[src/rtl/aes_pkg.sv]
// ----------------------------------------------------------------------------
// aes_pkg
// Shared AES definitions for the streaming ShiftRows / InvShiftRows blocks.
//   BLOCK_BYTES  : bytes per AES state block (16)
//   BLOCK_BITS   : bits per AES state block (128)
//   buf_state_e  : life cycle of one block buffer (EMPTY, FILLING, FULL)
//   inv_sr_dest  : destination slot of a source byte under InvShiftRows
//   sr_dest      : destination slot of a source byte under ShiftRows
// Byte index j = 4r + c, where r = j/4 is the row and c = j%4 is the column.
// ----------------------------------------------------------------------------
package aes_pkg;

   localparam int BLOCK_BYTES = 16;
   localparam int BLOCK_BITS  = 8 * BLOCK_BYTES;

   typedef enum logic [1:0] {
      EMPTY   = 2'd0,
      FILLING = 2'd1,
      FULL    = 2'd2
   } buf_state_e;

   // InvShiftRows rotates row r right by r, so the source byte in column c
   // lands in column (c + r) mod 4 of the same row.
   function automatic logic [3:0] inv_sr_dest(input logic [3:0] idx);
      logic [1:0] row;
      logic [1:0] col;
      row = idx[3:2];
      col = idx[1:0];
      return {row, 2'(col + row)};
   endfunction

   // ShiftRows rotates row r left by r: column c goes to (c - r) mod 4.
   function automatic logic [3:0] sr_dest(input logic [3:0] idx);
      logic [1:0] row;
      logic [1:0] col;
      row = idx[3:2];
      col = idx[1:0];
      return {row, 2'(col - row)};
   endfunction

endpackage

[src/rtl/isr_block_buf.sv]
// ----------------------------------------------------------------------------
// isr_block_buf
// One 128-bit block buffer with its EMPTY/FILLING/FULL state. Each written
// byte is placed straight into its InvShiftRows destination slot, so a FULL
// buffer already holds the transformed block.
//   clk     : rising-edge clock
//   rst     : asynchronous active-low reset (data and state cleared)
//   clr     : synchronous flush to EMPTY; overrides wr_en / rd_en
//   wr_en   : write wr_byte as source byte wr_idx of the block
//   wr_last : this write is the 16th byte of the block
//   wr_idx  : source byte index 0..15
//   wr_byte : byte value
//   rd_en   : the consumer takes the block this cycle (buffer must be FULL)
//   state   : current buffer state
//   data    : buffer contents, byte j at bits [8j+7:8j]
// ----------------------------------------------------------------------------
module isr_block_buf
   import aes_pkg::*;
(
   input  logic                  clk,
   input  logic                  rst,
   input  logic                  clr,
   input  logic                  wr_en,
   input  logic                  wr_last,
   input  logic [3:0]            wr_idx,
   input  logic [7:0]            wr_byte,
   input  logic                  rd_en,
   output buf_state_e            state,
   output logic [BLOCK_BITS-1:0] data
);

   buf_state_e state_d;
   logic [3:0] slot;

   assign slot = inv_sr_dest(wr_idx);

   always_ff @(posedge clk or negedge rst) begin
      if (!rst) state <= EMPTY;
      else      state <= state_d;
   end

   // A write and a read never target the same buffer in one cycle: writes
   // need a non-FULL buffer, reads need a FULL one.
   always_comb begin
      state_d = state;
      if (clr) begin
         state_d = EMPTY;
      end else if (rd_en) begin
         state_d = EMPTY;
      end else if (wr_en) begin
         state_d = wr_last ? FULL : FILLING;
      end
   end

   // Stale contents are not cleared on flush or drain: all 16 slots are
   // rewritten before the buffer can become FULL again.
   always_ff @(posedge clk or negedge rst) begin
      if (!rst) begin
         data <= '0;
      end else if (wr_en && !clr) begin
         data[{slot, 3'b000} +: 8] <= wr_byte;
      end
   end

endmodule

[src/rtl/inv_shift_rows_stream.sv]
// ----------------------------------------------------------------------------
// inv_shift_rows_stream
// Byte-serial to block-parallel AES InvShiftRows with a two-block ping-pong
// buffer. Bytes arrive one per handshake in source order 0..15; complete
// transformed blocks are presented 128 bits wide.
//   clk       : rising-edge clock
//   rst       : asynchronous active-low reset
//   clr       : synchronous flush of all partial and full blocks
//   in_valid  : in_data carries a state byte
//   in_ready  : a byte is accepted this cycle (state-derived only)
//   in_data   : state byte
//   out_valid : out_data holds a complete transformed block
//   out_ready : consumer takes out_data this cycle
//   out_data  : transformed block, byte j at bits [8j+7:8j]
// Handshakes: a transfer happens on a rising edge where valid and ready are
// both 1; valid is held with stable data until ready, and ready never
// depends combinationally on the opposite side.
// ----------------------------------------------------------------------------
module inv_shift_rows_stream
   import aes_pkg::*;
(
   input  logic                  clk,
   input  logic                  rst,
   input  logic                  clr,
   input  logic                  in_valid,
   output logic                  in_ready,
   input  logic [7:0]            in_data,
   output logic                  out_valid,
   input  logic                  out_ready,
   output logic [BLOCK_BITS-1:0] out_data
);

   logic [3:0]            cnt;
   logic                  wsel;
   logic                  rsel;
   logic                  in_hs;
   logic                  out_hs;
   logic                  wr_last;
   buf_state_e            st0;
   buf_state_e            st1;
   logic [BLOCK_BITS-1:0] data0;
   logic [BLOCK_BITS-1:0] data1;
   buf_state_e            wr_state;
   buf_state_e            rd_state;

   assign wr_state  = wsel ? st1 : st0;
   assign rd_state  = rsel ? st1 : st0;

   // Both flags come straight from buffer state registers, so there is no
   // combinational path from out_ready to in_ready.
   assign in_ready  = (wr_state != FULL);
   assign out_valid = (rd_state == FULL);
   assign out_data  = rsel ? data1 : data0;

   assign in_hs     = in_valid && in_ready;
   assign out_hs    = out_valid && out_ready;
   assign wr_last   = (cnt == 4'(BLOCK_BYTES - 1));

   always_ff @(posedge clk or negedge rst) begin
      if (!rst) begin
         cnt  <= '0;
         wsel <= 1'b0;
         rsel <= 1'b0;
      end else if (clr) begin
         cnt  <= '0;
         wsel <= 1'b0;
         rsel <= 1'b0;
      end else begin
         if (in_hs) begin
            cnt <= cnt + 4'd1;
            if (wr_last) wsel <= ~wsel;
         end
         if (out_hs) rsel <= ~rsel;
      end
   end

   isr_block_buf u_buf0 (
      .clk     (clk),
      .rst     (rst),
      .clr     (clr),
      .wr_en   (in_hs && !wsel),
      .wr_last (wr_last),
      .wr_idx  (cnt),
      .wr_byte (in_data),
      .rd_en   (out_hs && !rsel),
      .state   (st0),
      .data    (data0)
   );

   isr_block_buf u_buf1 (
      .clk     (clk),
      .rst     (rst),
      .clr     (clr),
      .wr_en   (in_hs && wsel),
      .wr_last (wr_last),
      .wr_idx  (cnt),
      .wr_byte (in_data),
      .rd_en   (out_hs && rsel),
      .state   (st1),
      .data    (data1)
   );

endmodule

[config.mk]
export PLATFORM = sky130hd
export DESIGN_NAME = inv_shift_rows_stream
export DESIGN_NICKNAME = d
export VERILOG_FILES = /design/src/rtl/aes_pkg.sv /design/src/rtl/isr_block_buf.sv /design/src/rtl/inv_shift_rows_stream.sv
export SDC_FILE = /design/constraint.sdc
export NUM_CORES = 1
export LEC_CHECK = 0
export CORE_UTILIZATION = 35
export CTS_BUF_LIST = sky130_fd_sc_hd__clkbuf_4 sky130_fd_sc_hd__clkbuf_8
export DETAILED_ROUTE_END_ITERATION = 16
export HOLD_SLACK_MARGIN = 0.08
export PLACE_DENSITY = 0.66
export SYNTH_ARGS = -nofsm -noshare
export SYNTH_HDL_FRONTEND = slang
export SYNTH_SLANG_ARGS = --single-unit
[constraint.sdc]
create_clock -name clk -period 2.91 [get_ports clk]
set_clock_uncertainty 0.05 [all_clocks]
set_input_delay 0.873 -clock clk [delete_from_list [all_inputs] [get_ports clk]]
set_output_delay 0.873 -clock clk [all_outputs]
set_load 0.02 [all_outputs]
### Yosys cells after proc, flatten, opt, wreduce, memory -nomap -nowiden

Cells that the tools add are included.

| operators by class | value |
|---|---|
| equal/unequal tests | 3 |
| multiplexer cells | 19 |
| bitwise logic cells | 2 |
| shifts and indexed selects | 2 |
| reductions and logical operators | 17 |
| $add $sub $neg | 3 |

Operator list:

| kind | count |
|---|---|
| $bwmux W128 | 2 |
| $mux W128 | 1 |
| $shift A8 B9 Y128 const A | 1 |
| $shiftx A8 B9 Y128 | 1 |
| $mux W2 | 9 |
| $neg A7 Y9 | 1 |
| $logic_and A1 B1 Y1 | 8 |
| $mux W4 | 2 |
| $reduce_bool A2 Y1 | 3 |
| $reduce_bool A3 Y1 | 2 |
| $mux W1 | 5 |
| $add A4 B1 Y4 const B | 1 |
| $eq A4 B4 Y1 const B | 1 |
| $logic_not A1 Y1 | 3 |
| $add A2 B2 Y2 | 1 |
| $eq A2 B2 Y1 const B | 1 |
| $ne A2 B2 Y1 const B | 1 |
| $not A1 Y1 | 2 |
| $reduce_and A2 Y1 | 1 |

| storage, ports and cells | value |
|---|---|
| flip-flop bits (word level) | 266 |
| input bits | 13 |

### Depth between registers and ports, before layout

Gate-level depths: netlist of run 1.

| logic depth | value |
|---|---|
| depth in word-level cells | 7 |
| mapped depth | 10 |
| gate-level depth less buffers | 9 |

### Modules after synthesis

Synthesis of run 1 repeated with hierarchy kept, for this count alone.

| second synthesis, totals | value |
|---|---|
| cell total of the unflattened synthesis | 905 |
| area, all modules | 12673.4 µm² |

By module, submodules not included:

| module | times used | cells each | area each (µm²) | sequential area each (µm²) |
|---|---|---|---|---|
| isr_block_buf at u_buf1 | 1 | 350 | 5400.2 | 3253.1 |
| isr_block_buf at u_buf0 | 1 | 369 | 5361.4 | 3253.1 |
| inv_shift_rows_stream | 1 | 186 | 1911.8 | 150.1 |

### Worst setup path after synthesis of run 1

Ideal clock, no wire load.

| timing | value |
|---|---|
| path kind | flip-flop to flip-flop |
| start | reg cnt[2] |
| end | reg u_buf0.data[0] |
| cell stages (with the launch flop) | 7 |
| data required time | 2.735 ns |
| data arrival time | 2.675 ns |
| buffers on the path | 0 |
| setup slack | 0.060 ns |
| path through | dfrtp_1 ha_1 xor3_2 ha_1 or4_1 nor3_4 mux2_2 |

| between the ends | value |
|---|---|
| cells in the longest elaborated chain, start to end | 4 |
| elaborated cells on any way between the ends | 5 |
| classes of those cells | add/sub (2); shift (2); mux (1) |

RTL lines:

| element | line | text |
|---|---|---|
| from (decl) | inv_shift_rows_stream.sv:33 | `logic [3:0] cnt;` |
| from (signal assigned) | inv_shift_rows_stream.sv:70 | `cnt <= cnt + 4'd1;` |
| $add A2 B2 Y2 | aes_pkg.sv:29 | `return {row, 2'(col + row)};` |
| $neg A7 Y9 (*) | isr_block_buf.sv:61 | `data[{slot, 3'b000} +: 8] <= wr_byte;` |
| $shiftx A8 B9 Y128 / $shift A8 B9 Y128 (equally long branches) | isr_block_buf.sv:61 |  |
| $bwmux W128 (*) | isr_block_buf.sv:61 |  |
| to (signal, indexed assignment) | isr_block_buf.sv:61 |  |
| to (decl) | isr_block_buf.sv:29 | `output logic [BLOCK_BITS-1:0] data` |

Mark *: on every way between the ends. The rest lies on a longest branch, timed or not.
A chain may end at the register's enable or synchronous reset.

### Worst setup path in the final report of run 1

| timing | value |
|---|---|
| start | reg rsel |
| end | out out_data[32] |

| between the ends | value |
|---|---|
| cells in the longest elaborated chain, start to end | 1 |

RTL lines:

| element | line | text |
|---|---|---|
| from (decl) | inv_shift_rows_stream.sv:35 | `logic rsel;` |
| from (signal assigned) | inv_shift_rows_stream.sv:73 | `if (out_hs) rsel <= ~rsel;` |
| $mux W128 | inv_shift_rows_stream.sv:53 | `assign out_data = rsel ? data1 : data0;` |
| to (decl) | inv_shift_rows_stream.sv:30 | `output logic [BLOCK_BITS-1:0] out_data` |

No other way between the ends.

==> qor.yml, run 1 <==
global_route.overflow_total: 0
crit_path_max_fanout: 10
numPlacedInstances: 1520
htree_levels: 2
grt.total_usage_pct: 17.8
finalCriticalPeriod_ns: 2.90
detailedRoute.firstIterationViolations: 381
design_area_um2: 15900
postPlaceCellArea_um2: 15100
worst_r2r_startpoint: "cnt[0]"
drt_pass1_iterations: 5
final_cell_mix: "mux2_2 (380), dfrtp_1 (265), buf_2 (62)"
timing.hold.worst.class: "primary input to async pin"
seq_area_frac_synth_pct: 53.2
final-instance-count-excl-fill: 1611
start_util_pct: 35.9
end_kind: "output pin"
intPower_mw: 6.22
grt_pass1_wl_mm: 50.0
post-route-period-util_pct: 99.5
net_count_of_the_mapped_netlist: 913
route.final.wire_length_mm: 32.1
final_common_cell: "mux2_2"
core_um2: 34900
async_flop_share_pct: 100
cp.buffers_inverters: 3
floorplan.die.width_um: 191
postRouteAntennaNets: 0
diodes: 0
yosys_register_bits: 266
first_global_vias: 8417
post-dp-hpwl_mm: 21.0
power_leakage_nw: 8.10
cellPowerDensity_nw_per_um2: 525
floorplan.die_area_um2: 36500
yosys_warnings: 0
port_buffers: 142
slew-limit-headroom_pct: 58.6
timing.critical_path.slowest_cell_delay_ns: 0.51
power.sequential.fraction_pct: 46.3
final_net_count: 1141
crit_path_start: "rsel"
timing.critical_path.max_delay_family: "buffers and inverters"
insertion_delay_ns: 0.54
syn-cell-area_um2: 12500
netlist_instances: 895
start_kind: "flop"
cap_violations: 0
post_route_cells_drive_above_1_share_pct: 60.7
run_status: "completed"
io-pin-count: 143
share_comb_of_total_power_pct: 12.0
cts-root-to-sink-buffers: 3
hold_violations: 0
routedWlPerCell_um: 19.9
drt_drc_violations_left: 0
critical_path_arrival_ns: 1.97
routabilityCongestion: 0.875
synth_edf_count: 0
slew_violations: 0
critical_path.cell_chain: "buf_12 -> buf_16 -> mux2_2 -> clkdlybuf4s15_1"
clock_sinks: 266
power_spent_charging_and_discharging_nets_mw: 2.14
clock_pin_slew_on_the_worst_setup_and_hold_paths_ns: 0.05
die_height_um: 191
cts_tree: "built"
via_count_of_the_routed_design: 8074
fmaxAchievable_mhz: 345
setup_repair_after_global_routing_missed_its_margin: "true"
cts-buffers-inserted: 46
grt_antenna_before_repair: 2
clock_tree.root_cell: "clkbuf_8"
synth.lib_cells_used.distinct: 54
timing.setup.critical_path_class: "flop to output pin"
ir_worst_vdd_v: 0.000358
layout-area-overhead-vs-synth_pct: 27.3
routed_via_density: 5.01
totalPowerFinal_mw: 8.36
timing.critical_path.required_ns: 1.99
critPathSlowestCell: "dfrtp_4"
grt_start_max_net_pins: 64
worst_slew_pin_slew_ns: 0.619
sw_share_pct: 25.6
setup_viol: 0
std_cell_rows: 68
postSynthAreaPerCell_um2: 14.0
power.clock.fraction_pct: 41.6
filler_cell_count: 3178
synth_ff_type: "dfrtp_1"
[worst paths after layout]
path                       slack, ns         endpoint  cells past startpoint
min reg2reg                     0.44  u_buf1.data[45]                      1
max in group asynchronous       1.81  u_buf0.data[81]                      2
max                             0.01     out_data[32]                      4
min in group clk                0.44  u_buf1.data[45]                      1
min                             0.23  u_buf0.data[58]                      1
max reg2reg                     0.10  u_buf1.data[50]                      9
[routing by layer]
metal  GRT usage (%)  share of wire [%]  up-vias
met4            5.46                1.9        0
met3            3.07                4.1       55
met5               0                  0        -
met1            25.0                 48     4155
met2            28.0                 46      201
li1                -                  -     3663
[cell type report]
type	instances	area, um^2	area share (%)
Timing Repair Buffer	226	2060	12.9
Clock inverter	5	27.5	0.173
Multi-Input combinational cell	578	5660	35.6
Clock buffer	76	927	5.82
Inverter	5	18.8	0.118
Tap cell	455	569	3.58
Sequential cell	266	6660	41.8
[registers in the layout (all words and copies together) (netlist names)]
signal        cells
u_buf0.data     128
rsel              1
cnt               4
u_buf1.state      2
u_buf0.state      2
wsel              1
u_buf1.data     128
[worst register-to-register path: stages (launching register included)]
cell and delay (ns):
dfrtp_1 0.39, ha_2 0.43, inv_1 0.15, ha_1 0.27, nand2b_1 0.18, a21oi_1 0.22, a41oi_2 0.14, nor4_4 0.36
buf_12 0.17, mux2_2 0.33
[repair_timing]
action                                 CTS  global route
setup endpoints to repair              130           116
pin swaps                                0             1
setup buffers                            6             0
resized for setup                      370            99
hold buffers                             0             0
gates cloned                             3             2
endpoints found under the hold margin    0             0
[cell families after synthesis]
family	after synthesis	synth area share, %
adders and majority gates	5	0.500
AOI/OAI and AO/OA	25	1.41
and+or+nand+nor	154	7.64
DFF	266	53.2
xor gates and xnor gates	6	0.610
muxes	388	35.0
buffers and inverters	51	1.66
[power groups by stage]
stage / combinational [mW] / sequential, mW / clock [mW]
finish: 1.00 / 3.87 / 3.48
global route: 1.08 / 3.88 / 3.75
CTS: 1.03 / 3.87 / 3.57
detailed placement: 1.10 / 3.94 / 0
global placement: 1.09 / 3.93 / 0
floorplan: 0.581 / 3.92 / 0
[Yosys cell counts, types with 2 or more instances]
cell type    n  area share [%]
mux2_2     382              34
dfrtp_1    266              53
nor2_1      46             1.4
clkbuf_1    39             1.2
nand2_1     35             1.0
and3_1      10            0.50
and2_1       9            0.45
a21oi_1      8            0.32
nor2_8       8             1.3
nand3_1      7            0.28
nor2_2       7            0.35
nand2b_1     6            0.30
ha_1         5            0.50
inv_1        5            0.15
o21ai_0      5            0.20
buf_2        4            0.16
mux2_1       3            0.27
nor3_1       3            0.12
xnor2_1      3            0.21
mux2i_1      2            0.16
nand3_2      2            0.16
nand3b_1     2            0.12
nor2b_1      2            0.10
nor3_4       2            0.26
nor3b_1      2            0.12
nor4_2       2            0.20
nor4_4       2            0.34
o211ai_1     2            0.12
[through the flow]
step | setup TNS, ns | utilization [%] | hold WS, ns | setup WS [ns]
floorplan | 0 | - | 0.402 | 0.0601
global placement | -4.67 | 43.4 | 0.412 | -0.0722
detailed placement | -5.14 | 43.4 | 0.423 | -0.0907
CTS | -2.44 | 46.0 | 0.227 | -0.222
global route | -0.122 | 45.6 | 0.228 | -0.0297
finish | 0 | 45.6 | 0.227 | 0.0136
Power figures use the tool's default switching activity.
==> run 2: changes to the inputs <==
Settings changed: DONT_BUFFER_PORTS set to 1, PLACE_DENSITY 0.66 to 0.61.
==> run 2 against run 1 <==
  * The flow now finishes with violations (hold timing)
  * Sequential share of layout area grew 4.5 points
  * Count of clock-buffer cells in the layout is the same
  * Wire length shrank 3.4%
  * Critical path depth grew 6
  * Register-to-register slack gained 0.03 ns
  * Worst setup slack gained 0.11 ns
  * Via count shrank 9.5%
  * Largest cell class unchanged
  * Combinational power shrank 28%
  * Fmax grew 4.0%
==> qor.yml, run 2 (same netlist as run 1, synthesis figures left out) <==
detailedRoute.firstIterationViolations: 431
end_kind: "flop"
cts_tree: "built"
postRouteAntennaNets: 0
filler_cell_count: 3334
timing.hold.worst.class: "primary input to async pin"
grt.total_usage_pct: 17.6
post_route_cells_drive_above_1_share_pct: 56.4
clock_pin_slew_on_the_worst_setup_and_hold_paths_ns: 0.06
clock_sinks: 266
global_route.overflow_total: 0
routed_via_density: 5.08
final_common_cell: "mux2_2"
finalCriticalPeriod_ns: 2.78
io-pin-count: 143
reg2reg_slack_ns: 0.13
timing.rr.end: "u_buf0.data[51]"
fmaxAchievable_mhz: 359
clock_tree.root_cell: "clkbuf_8"
grt_antenna_before_repair: 0
cts-root-to-sink-buffers: 3
post-route-period-util_pct: 95.7
route.final.wire_length_mm: 31.0
first_global_vias: 7828
multi_input_comb_area_um2: 5670
violated_checks: "hold timing"
crit_path_max_fanout: 8
port_buffers: 0
postPlaceCellArea_um2: 13300
via_count_of_the_routed_design: 7306
drt_drc_violations_left: 0
regArea_um2: 6660
routedWlPerCell_um: 21.6
post-dp-hpwl_mm: 19.7
htree_levels: 2
start_util_pct: 35.9
routabilityCongestion: 0.861
start_kind: "flop"
hold_violations: 43
crit_path_start: "cnt[0]"
drt_pass1_iterations: 5
cts-buffers-inserted: 48
final_net_count: 970
std_cell_rows: 68
largestRegisters: "u_buf0.data: 128 flops, u_buf1.data: 128 flops, cnt: 4 flops"
cap_violations: 0
timing.critical_path.required_ns: 3.33
core_um2: 34900
grt_pass1_wl_mm: 48.1
cellPowerDensity_nw_per_um2: 565
die_height_um: 191
timing.setup.critical_path_class: "flop to flop"
design_area_um2: 14400
setup_total_negative_slack_ns: 0
setup_viol: 0
diodes: 0
worst_slew_pin_slew_ns: 1.06
slew_violations: 0
ir_worst_vdd_v: 0.000318
worst_r2r_startpoint: "cnt[0]"
floorplan.die.width_um: 191
insertion_delay_ns: 0.59
worst_case_reg_to_reg_path_depth: 10
floorplan.die_area_um2: 36500
grt_start_max_net_pins: 267
final_cell_mix: "mux2_2 (382), dfrtp_1 (265), clkbuf_8 (58)"
hold_ws_ns: -0.0701
slew-limit-headroom_pct: 29.2
layout-area-overhead-vs-synth_pct: 14.9
run_status: "complete, but fails checks"
power_leakage_nw: 7.15
critical_path_arrival_ns: 3.20
-- run 2: cell types whose count changed in the layout (fill, tap and decap cells not counted), moves of 3 or more --
cell             change
buf_12              -16
buf_16               -3
buf_2               -62
buf_4               -11
buf_6                -3
clkbuf_2            -28
clkdlybuf4s15_1      -8
clkdlybuf4s15_2     -24
clkdlybuf4s50_1     -11
-- run 2: where the power goes --
part / internal [mW] / leakage, nW / total [mW] / switching, mW
registers: 3.82 / 3.68 / 3.88 / 0.0583
clock network: 2.01 / 0.512 / 3.53 / 1.52
logic: 0.274 / 2.95 / 0.723 / 0.449
-- run 2: metal layers --
| metal | track usage [%] | vias to the layer above | share of wire [%] |
|---|---|---|---|
| met5 | 0 | - | 0 |
| met3 | 5.31 | 58 | 7.5 |
| li1 | - | 3310 | - |
| met2 | 26.7 | 182 | 45 |
| met1 | 23.7 | 3756 | 45 |
| met4 | 6.01 | 0 | 2.1 |
-- run 2: layout make-up --
class	instances	share of cell area, %
Sequential cell	266	46.3
Clock buffer	76	6.49
Tap cell	455	3.96
Inverter	5	0.130
Timing Repair Buffer	53	3.48
Clock inverter	5	0.209
Multi-Input combinational cell	578	39.4
-- run 2: metrics by stage --
step / hold slack [ns] / cells / utilization, % / setup WS [ns] / power (mW)
CTS: -0.120 / 1433 / 41.0 / 0.00284 / 8.27
detailed placement: 0.420 / 1348 / 38.0 / -0.0676 / 4.65
global placement: 0.412 / 1348 / 38.0 / 0.0366 / 4.64
finish: -0.0701 / 1438 / 41.2 / 0.125 / 8.13
global route: -0.104 / 1438 / 41.2 / -0.0137 / 8.49
floorplan: 0.402 / 895 / - / 0.0601 / 4.50
-- run 2: worst max-delay path by stage --
stage,endpoint,slack (ns),cells after the start
after floorplan,u_buf0.data[0],0.06,6
after global placement,u_buf0.data[112],0.04,8
after detailed placement,u_buf0.data[83],-0.07,8
after CTS,u_buf0.data[113],0.003,8
after global routing,u_buf1.data[82],-0.01,9
final,u_buf0.data[51],0.13,10
-- run 2: critical path: stages, from the launching register on --
cell	delay (ns)
dfrtp_1	0.41
ha_4	0.17
xor3_2	0.26
inv_1	0.09
ha_1	0.24
nand2b_1	0.17
a21oi_1	0.19
a41oi_2	0.13
nor4_4	0.35
buf_4	0.24
mux2_2	0.35
-- run 2: what timing repair did --
item                       CTS  global route
hold endpoints to repair   266           266
resized for setup            3             4
setup endpoints to repair  163            81
setup buffers                4             5
pin swaps                    0             4
